`src/rtl/fetch_mem_arbiter.sv`:
```
// fetch_mem_arbiter: shares one memory port between instruction fetch and the data side, tracks load tags, routes returns.
// Latency: request->memory is combinational (0 cycles); memory return->*_resp_valid is 1 cycle (registered).
// Backpressure: *_req_ready only when granted and memory answers with a nonzero tag; requesters hold until ready.
//
// Ports:
//   clock, reset              : system clock, synchronous active-high reset
//   branch_flush_en           : front-end redirect; blocks I grants, marks in-flight I loads stale
//   icache_req_* / dcache_req_*: requester command channels (valid/ready)
//   proc2mem_* / mem2proc_*    : single-ported memory bus (command out, accept tag and return tag in)
//   icache_resp_* / dcache_resp_*: one-cycle pulses carrying returned load data to the owner
module fetch_mem_arbiter #(
   parameter int XLEN         = 32,
   parameter int NUM_TAGS     = 15,
   parameter int STARVE_LIMIT = 4
) (
   input  logic            clock,
   input  logic            reset,
   input  logic            branch_flush_en,
   input  logic            icache_req_valid,
   input  logic [XLEN-1:0] icache_req_addr,
   output logic            icache_req_ready,
   input  logic            dcache_req_valid,
   input  logic [1:0]      dcache_req_cmd,
   input  logic [XLEN-1:0] dcache_req_addr,
   input  logic [63:0]     dcache_req_data,
   output logic            dcache_req_ready,
   output logic [1:0]      proc2mem_command,
   output logic [XLEN-1:0] proc2mem_addr,
   output logic [63:0]     proc2mem_data,
   input  logic [3:0]      mem2proc_response,
   input  logic [63:0]     mem2proc_data,
   input  logic [3:0]      mem2proc_tag,
   output logic            icache_resp_valid,
   output logic [XLEN-1:0] icache_resp_addr,
   output logic [63:0]     icache_resp_data,
   output logic            dcache_resp_valid,
   output logic [XLEN-1:0] dcache_resp_addr,
   output logic [63:0]     dcache_resp_data
);

   localparam logic [1:0] CMD_NONE  = 2'd0;
   localparam logic [1:0] CMD_LOAD  = 2'd1;
   localparam logic [1:0] CMD_STORE = 2'd2;
   localparam int CW = ($clog2(STARVE_LIMIT + 1) > 3) ? $clog2(STARVE_LIMIT + 1) : 3;

   typedef struct packed {
      logic            vld;
      logic            own_i;
      logic [XLEN-1:0] addr;
      logic            discard;
   } tag_entry_t;

   // Entry 0 exists only so a 4-bit tag indexes directly; it is never written valid.
   tag_entry_t tag_tbl [0:NUM_TAGS];

   logic [CW-1:0] starve_cnt;
   logic          starve_at_limit;
   logic          d_req;
   logic          i_elig;
   logic          grant_i;
   logic          grant_d;
   logic          mem_acc;
   logic          i_acc;
   logic          d_acc;
   logic          load_acc;
   tag_entry_t    ret_ent;
   logic          ret_hit;
   logic          i_resp_vld_q;

   assign starve_at_limit = (starve_cnt == CW'(STARVE_LIMIT));

   // Data side wins by default; instruction side wins when data is idle or has been starved long enough.
   always_comb begin
      d_req   = dcache_req_valid && ((dcache_req_cmd == CMD_LOAD) || (dcache_req_cmd == CMD_STORE));
      i_elig  = icache_req_valid && !branch_flush_en;
      grant_i = i_elig && (!d_req || starve_at_limit);
      grant_d = d_req && !grant_i;
   end

   always_comb begin
      proc2mem_command = CMD_NONE;
      proc2mem_addr    = '0;
      proc2mem_data    = '0;
      if (grant_i) begin
         proc2mem_command = CMD_LOAD;
         proc2mem_addr    = icache_req_addr;
      end else if (grant_d) begin
         proc2mem_command = dcache_req_cmd;
         proc2mem_addr    = dcache_req_addr;
         if (dcache_req_cmd == CMD_STORE) begin
            proc2mem_data = dcache_req_data;
         end
      end
   end

   assign mem_acc          = (mem2proc_response != 4'd0);
   assign i_acc            = grant_i && mem_acc;
   assign d_acc            = grant_d && mem_acc;
   assign icache_req_ready = i_acc;
   assign dcache_req_ready = d_acc;
   assign load_acc         = i_acc || (d_acc && (dcache_req_cmd == CMD_LOAD));

   assign ret_ent = tag_tbl[mem2proc_tag];
   assign ret_hit = (mem2proc_tag != 4'd0) && ret_ent.vld;

   // A flush arriving while the registered I response is on the bus still squashes it.
   assign icache_resp_valid = i_resp_vld_q && !branch_flush_en;

   always_ff @(posedge clock) begin
      if (reset) begin
         for (int t = 0; t <= NUM_TAGS; t++) begin
            tag_tbl[t] <= '0;
         end
         starve_cnt        <= '0;
         i_resp_vld_q      <= 1'b0;
         icache_resp_addr  <= '0;
         icache_resp_data  <= '0;
         dcache_resp_valid <= 1'b0;
         dcache_resp_addr  <= '0;
         dcache_resp_data  <= '0;
      end else begin
         for (int t = 1; t <= NUM_TAGS; t++) begin
            if (branch_flush_en && tag_tbl[t].vld && tag_tbl[t].own_i) begin
               tag_tbl[t].discard <= 1'b1;
            end
         end
         if (ret_hit) begin
            tag_tbl[mem2proc_tag].vld <= 1'b0;
         end
         // Placed after the return clear so a same-cycle reuse of the tag keeps the new load.
         if (load_acc) begin
            tag_tbl[mem2proc_response] <= '{vld: 1'b1, own_i: i_acc, addr: proc2mem_addr, discard: 1'b0};
         end

         dcache_resp_valid <= ret_hit && !ret_ent.own_i;
         if (ret_hit && !ret_ent.own_i) begin
            dcache_resp_addr <= ret_ent.addr;
            dcache_resp_data <= mem2proc_data;
         end

         // A flush coinciding with the return also counts as making the load stale.
         i_resp_vld_q <= ret_hit && ret_ent.own_i && !ret_ent.discard && !branch_flush_en;
         if (ret_hit && ret_ent.own_i) begin
            icache_resp_addr <= ret_ent.addr;
            icache_resp_data <= mem2proc_data;
         end

         if (!icache_req_valid || i_acc) begin
            starve_cnt <= '0;
         end else if (d_acc && !branch_flush_en && !starve_at_limit) begin
            starve_cnt <= starve_cnt + CW'(1);
         end
      end
   end

endmodule

```
`config.mk`:
```
export PLATFORM = sky130hd
export DESIGN_NAME = fetch_mem_arbiter
export DESIGN_NICKNAME = d
export VERILOG_FILES = /design/src/rtl/fetch_mem_arbiter.sv
export SDC_FILE = /design/constraint.sdc
export NUM_CORES = 1
export LEC_CHECK = 0
export ABC_AREA = 0
export CAP_MARGIN = 0
export CORE_MARGIN = 10
export CORE_UTILIZATION = 29
export DETAILED_ROUTE_END_ITERATION = 12
export SYNTH_ARGS = -nofsm -noshare
export SYNTH_HDL_FRONTEND = slang
export SYNTH_SLANG_ARGS = --single-unit
export TNS_END_PERCENT = 30
```
`constraint.sdc`:
```
create_clock -name clock -period 4.28 [get_ports clock]
set_clock_uncertainty 0.2 [all_clocks]
set_input_delay 0.642 -clock clock [delete_from_list [all_inputs] [get_ports clock]]
set_output_delay 0.642 -clock clock [all_outputs]
set_load 0.01 [all_outputs]
```
==> results.ini <==
[yosys]
synth-seq-area-share_pct = 64.14
syn_area_per_cell_um2 = 13.02
ys_ff_latch = 755
synth_edf_count = 528
post_synth_num_cell_types = 46
synthFlopType = edfxtp_1
synth_area_um2 = 31800
async_flop_share_pct = 0
synthCells = 2442
synth_warnings = 0

[drt]
first_iter_violations = 2042
vias_per_cell = 4.918
drtAntennaViolNets = 0
vias = 21886
drtPass1Iterations = 5
drt_wl_total_mm = 108.6
routedWlPerCell_um = 24.41
drc = 0

[cells_and_area]
fin_nets = 3180
final_cells = 4450
drive_above_1_share_pct = 14.49
syn2layout_area_growth_pct = 31.47
regArea_um2 = 20400
fill_cells = 10281
multiInputGateArea_um2 = 10540

[grt]
grt_pass1_vias = 21487
globalRouteOverflowTotal = 0
grt_pass1_wl_mm = 155.1
grt_max_degree = 109
grt_usage_pct = 16.98
antenna_found_initial = 15

[placement]
globalplace.congestion = 0.8842
dpl.cell_count = 4305
dp_hpwl_mm = 75.60
place_ws_ns = 0.08647
portBuffers = 500

[worst_setup_path]
cp.depth = 9
end_kind = output pin
arrival_ns = 3.27
worstPathRequired_ns = 3.44
worstRegToRegCells = 8
cp_slowest_cell = clkdlybuf4s50_1
critical_path_class = in -> out
path_delay_family = buffers and inverters
cp_num_buf_inv = 5
critPathMaxFanout = 22
startpoint_type = primary input
cp_slowest_stage_delay_ns = 0.50
cp_cell_sequence = clkdlybuf4s50_1 > inv_1 > ha_1 > nand2b_1 > o21a_2 > buf_4 > a22oi_1 > inv_1 > clkdlybuf4s50_1

[power_and_ir_drop]
p_leak_uw = 0.01499
power_density_nw_per_um2 = 410.6
ir_drop_mv = 0.3223
power.total_uw = 17170

[clock_tree]
cts_made_buffers = 76
insertion_delay_ns = 0.63
cts.clk_slew.worst_paths_ns = 0.06
htree_levels = 3
cts_tree = built
root_buffer = clkbuf_16
ctsLongestPathBuffers = 3
clkSinkCount = 755

[floorplanning]
placeableCoreArea_um2 = 108900
die_w_um = 351.2
io_pins = 501
die-area_um2 = 123300
die_h_um = 351.2
start_util_pct = 29.22
num_rows = 121

[sta]
timing.fmax_ghz = 0.2432
hold_viol = 0
tns_ns = 0
worst_slack_ns = 0.1676
post-route-min-period_ns = 4.112
worst_slew_pin_slew_ns = 0.7718
rsz0062_at_grt = false
maxSlewHeadroom_pct = 48.54
setup_viol = 0
period_share_pct = 96.08
slew_viol_final = 0

[flow_run]
cap_violations = 0

[hold_path]
min-delay-path-class = reg -> reg
whs_path_depth = 2

[run_status]
status = finished, final reports clean

[cells by family (layout without fill, tap and decap cells)]
logic type	count (synthesis)	after routing	share of synthesized area, %
adder cells (fa/ha/maj)	4	4	0.1574
XOR/XNOR	2	2	0.05509
other	1	39	0.01179
multiplexers	335	335	16.00
flip-flops	755	755	64.14
AO/OA/AOI/OAI	186	186	4.658
AND/OR/NAND/NOR	904	904	11.51
buffers and inverters	255	811	3.466
[cell usage after synthesis (2+ instances only)]
library cell  number  area share, %
nand2_2            3          0.059
a22oi_1           32           0.76
nand2b_1           6           0.12
clkbuf_1         153            1.8
o311ai_0           4           0.11
buf_2             41           0.65
buf_6             12           0.42
nand3_1            5          0.079
and2_1             2          0.039
o21ai_0           35           0.55
mux2i_1          193            6.1
nor4b_1            2          0.055
mux2_2             3           0.11
a311oi_1           4           0.11
inv_1             40           0.47
dfxtp_1          227             14
mux4_2           138            9.8
nand2_1          301            3.6
nor2b_1           10           0.20
a22o_1            65            1.8
nor2_1           502            5.9
a2111oi_4          4           0.35
o211ai_1           8           0.19
a22oi_2            2          0.079
nand3_2            3          0.094
a211oi_1          11           0.26
and3_1            65            1.3
a31oi_1           15           0.30
buf_1              8          0.094
nor4_1             2          0.039
edfxtp_1         528             50
ha_1               4           0.16
[final timing paths]
check,startpoint,end,slack (ns)
hold / removal,icache_resp_data[51],icache_resp_data[51],0.26
setup / recovery,dcache_req_cmd[0],proc2mem_addr[7],0.17
hold reg to reg,icache_resp_data[51],icache_resp_data[51],0.26
setup reg to reg,starve_cnt[0],tag_tbl[15][6],1.23
[what timing repair did]
| action | 4_1_cts | 5_1_grt |
|---|---|---|
| gates resized for setup | 0 | 1 |
| buffers inserted | 0 | 0 |
| hold buffers | 0 | 0 |
| setup endpoints to repair | 0 | 1 |
[layer usage]
layer / vias up / share of wire, % / wire, um / global-route usage (%)
li1: 9804 / - / - / -
met1: 11050 / 45 / 48570 / 24.05
met2: 903 / 44 / 48330 / 26.14
met3: 121 / 9.0 / 9733 / 3.995
met4: 8 / 1.8 / 1934 / 3.929
met5: - / 0.054 / 59 / 0
[final cells by class]
cell class / instances / area share (%)
tap: 1414 / 4.231
clock inverter: 35 / 0.9396
multi-input combinational: 1464 / 25.22
inverter: 40 / 0.3771
clock buffer: 104 / 5.228
antenna: 6 / 0.03591
timing repair buffer: 632 / 15.18
sequential: 755 / 48.79
[per-stage QoR]
step | instance area (um2) | hold WS (ns) | util, %
finish | 41810 | 0.2560 | 38.41
global route | 41800 | 0.2722 | 38.40
CTS | 41790 | 0.2567 | 38.39
detailed placement | 39210 | 0.2468 | 36.02
global placement | 39210 | 0.2410 | 36.02
floorplan | 31920 | 0.2469 | -
[cell usage in the layout (no fill, tap or decap), types with 5 or more instances in the layout]
cell type,instances
a31oi_1,15
clkinv_1,7
buf_4,104
buf_12,28
inv_1,39
dfxtp_1,227
clkbuf_1,14
clkinv_2,11
nand2_1,286
clkbuf_8,7
o21ai_0,35
bufinv_16,7
o211ai_1,8
nand2_2,18
conb_1,33
clkdlybuf4s50_1,497
nand2b_1,6
edfxtp_1,528
nor2b_1,8
clkbuf_16,81
a22o_1,65
diode_2,6
mux2i_1,193
nor2_1,501
nand3_2,5
a22oi_2,7
a211oi_1,11
and3_1,65
a22oi_1,27
mux4_2,138
[flip-flops by register name, summed over array words and instances (netlist names)]
| name | count |
|---|---|
| dcache_resp_addr | 32 |
| dcache_resp_data | 64 |
| dcache_resp_valid | 1 |
| i_resp_vld_q | 1 |
| icache_resp_addr | 32 |
| icache_resp_data | 64 |
| starve_cnt | 3 |
| tag_tbl | 558 |
[power by group]
group | internal (uW) | leakage (uW) | switching, uW
clock network | 4020 | 0.00126 | 2860
logic | 904 | 0.00686 | 1080
registers | 8180 | 0.00687 | 127
total | 13100 | 0.0150 | 4060
[worst register-to-register path: stages (launching register included)]
cell and delay [ns]:
dfxtp_1 0.33, inv_1 0.06, ha_1 0.15, and2_0 0.32
o21ai_2 0.23, a2111oi_4 0.64, nand3_2 0.30, nand2_2 0.25
buf_12 0.25
Power figures use the tool's default switching activity.
==> variant, RTL diff (same flow settings) <==
Set the parameter `NUM_TAGS` to 17 (it was 15).
--- a/src/rtl/fetch_mem_arbiter.sv
+++ b/src/rtl/fetch_mem_arbiter.sv
@@ -11,5 +11,5 @@
 module fetch_mem_arbiter #(
    parameter int XLEN         = 32,
-   parameter int NUM_TAGS     = 15,
+   parameter int NUM_TAGS     = 17,
    parameter int STARVE_LIMIT = 4
 ) (
Check against the original RTL: not settled (the Yosys comparison gave no result); the edit may change what the design does.
==> variant against the unedited design <==
Global-route usage shrank 0.41 points; first-iteration DRC count shrank 18%; die area is essentially flat; worst setup slack gained 110 ps; design area grew 0.17%; critical path type unchanged; wire length shrank 3.1%; register-to-register slack gained 120 ps; sequential power is essentially flat; sequential cell count is the same; synthesized area is essentially flat; sequential share of layout area shrank 0.082 points; highest routed layer unchanged; largest cell class unchanged; critical path depth is the same; power is essentially flat.
==> variant: results (changes against the unedited design) <==
metric,value,unit,change
synth_commonest_cells,"edfxtp_1, nor2_1, nand2_1",,
gp_congestion,0.790,,-11%
status,completed,,
wirelength,105000,um,-3.1%
grt_usage,16.6,%,-0.41 points
drive_gt1_share,15.0,%,+0.48 points
arrival,3160,ps,-110 ps
synth.distinct_cells,48,,+4.3%
cts_buffers,80,,+5.3%
antenna_found_initial,5,,-10
max_stage_delay,530,ps,+30 ps
grt_pass1_wl,153000,um,-1.6%
grt_max_degree,84,,-23%
via_per_inst,4.86,,-1.2%
grt_pass1_vias,22000,,+2.5%
dp_hpwl,73000,um,-3.5%
crit_fanout,83,,+280%
synth_area_leaders,"edfxtp_1, dfxtp_1, mux4_2",,
cts-root-buf,clkbuf_16,,
p_leak,0.0151,uW,+0.58%
fill_cells,10300,,+0.19%
ir_worst_vdd,0.266,mV,-17%
final_net_count,3208,,+0.88%
yosysSeqAreaShare,64.2,%,about the same
postPlaceCellArea,0.0393,sq mm,+0.13%
drt-initial-drc-count,1665,,-18%
worst_slew_pin_slew,822,ps,+50.0 ps
-- variant: changes by cell type after synthesis, moves of 3 or more --
cell,change
buf_4,+5
nor2b_1,-3
o211ai_1,-4
buf_6,-5
nor2_1,+5
-- variant: worst paths after layout --
kind	start	endpoint	slack [ps]	cells after the start
max	dcache_req_cmd[0]	proc2mem_addr[12]	280	9
min	icache_resp_addr[1]	icache_resp_addr[1]	250	2
min reg2reg	icache_resp_addr[1]	icache_resp_addr[1]	250	2
max reg2reg	starve_cnt[0]	tag_tbl[10][4]	1350	8
-- variant: area by class of cell --
type	instances	area share, %
timing repair buffer	654	15.3
tap	1414	4.22
clock inverter	41	0.998
multi-input combinational	1465	25.1
antenna	1	0.00597
inverter	41	0.385
sequential	755	48.7
clock buffer	104	5.24
-- variant: metal layers --
| layer | vias to the layer above | global-route usage [%] | wire (um) |
|---|---|---|---|
| li1 | 9871 | - | - |
| met1 | 10900 | 20.9 | 42900 |
| met2 | 836 | 28.9 | 52000 |
| met3 | 124 | 3.42 | 8520 |
| met4 | 2 | 3.82 | 1790 |
| met5 | - | 0 | 13 |
-- variant: through the flow --
stage | std cells | power (uW) | setup WS (ps) | util [%]
after floorplan | 2476 | 9390 | 540 | -
after global placement | 4329 | 10400 | 305 | 36.1
after detailed placement | 4329 | 10400 | 269 | 36.1
after CTS | 4474 | 17400 | 256 | 38.5
after global routing | 4474 | 17800 | 133 | 38.5
final | 4475 | 17200 | 276 | 38.5
-- variant: cells by family after synthesis --
group                      after synthesis  synth area share, %
and+or+nand+nor                        904                 11.5
AOI/OAI and AO/OA                      187                 4.67
muxes                                  335                 16.0
adders and majority gates                4                0.158
xor gates and xnor gates                 2               0.0551
DFF                                    755                 64.2
buffers and inverters                  256                 3.42
other                                    1               0.0118
-- variant: worst min-delay path, cell delays in order (launching register included) --
cell and delay (ps):
dfxtp_1 300, nand2_1 50, mux2i_1 50
-- variant: power breakdown --
part	internal (uW)	switching, uW
combinational	905	1040
clock	4000	2910
sequential	8180	131
total	13100	4090
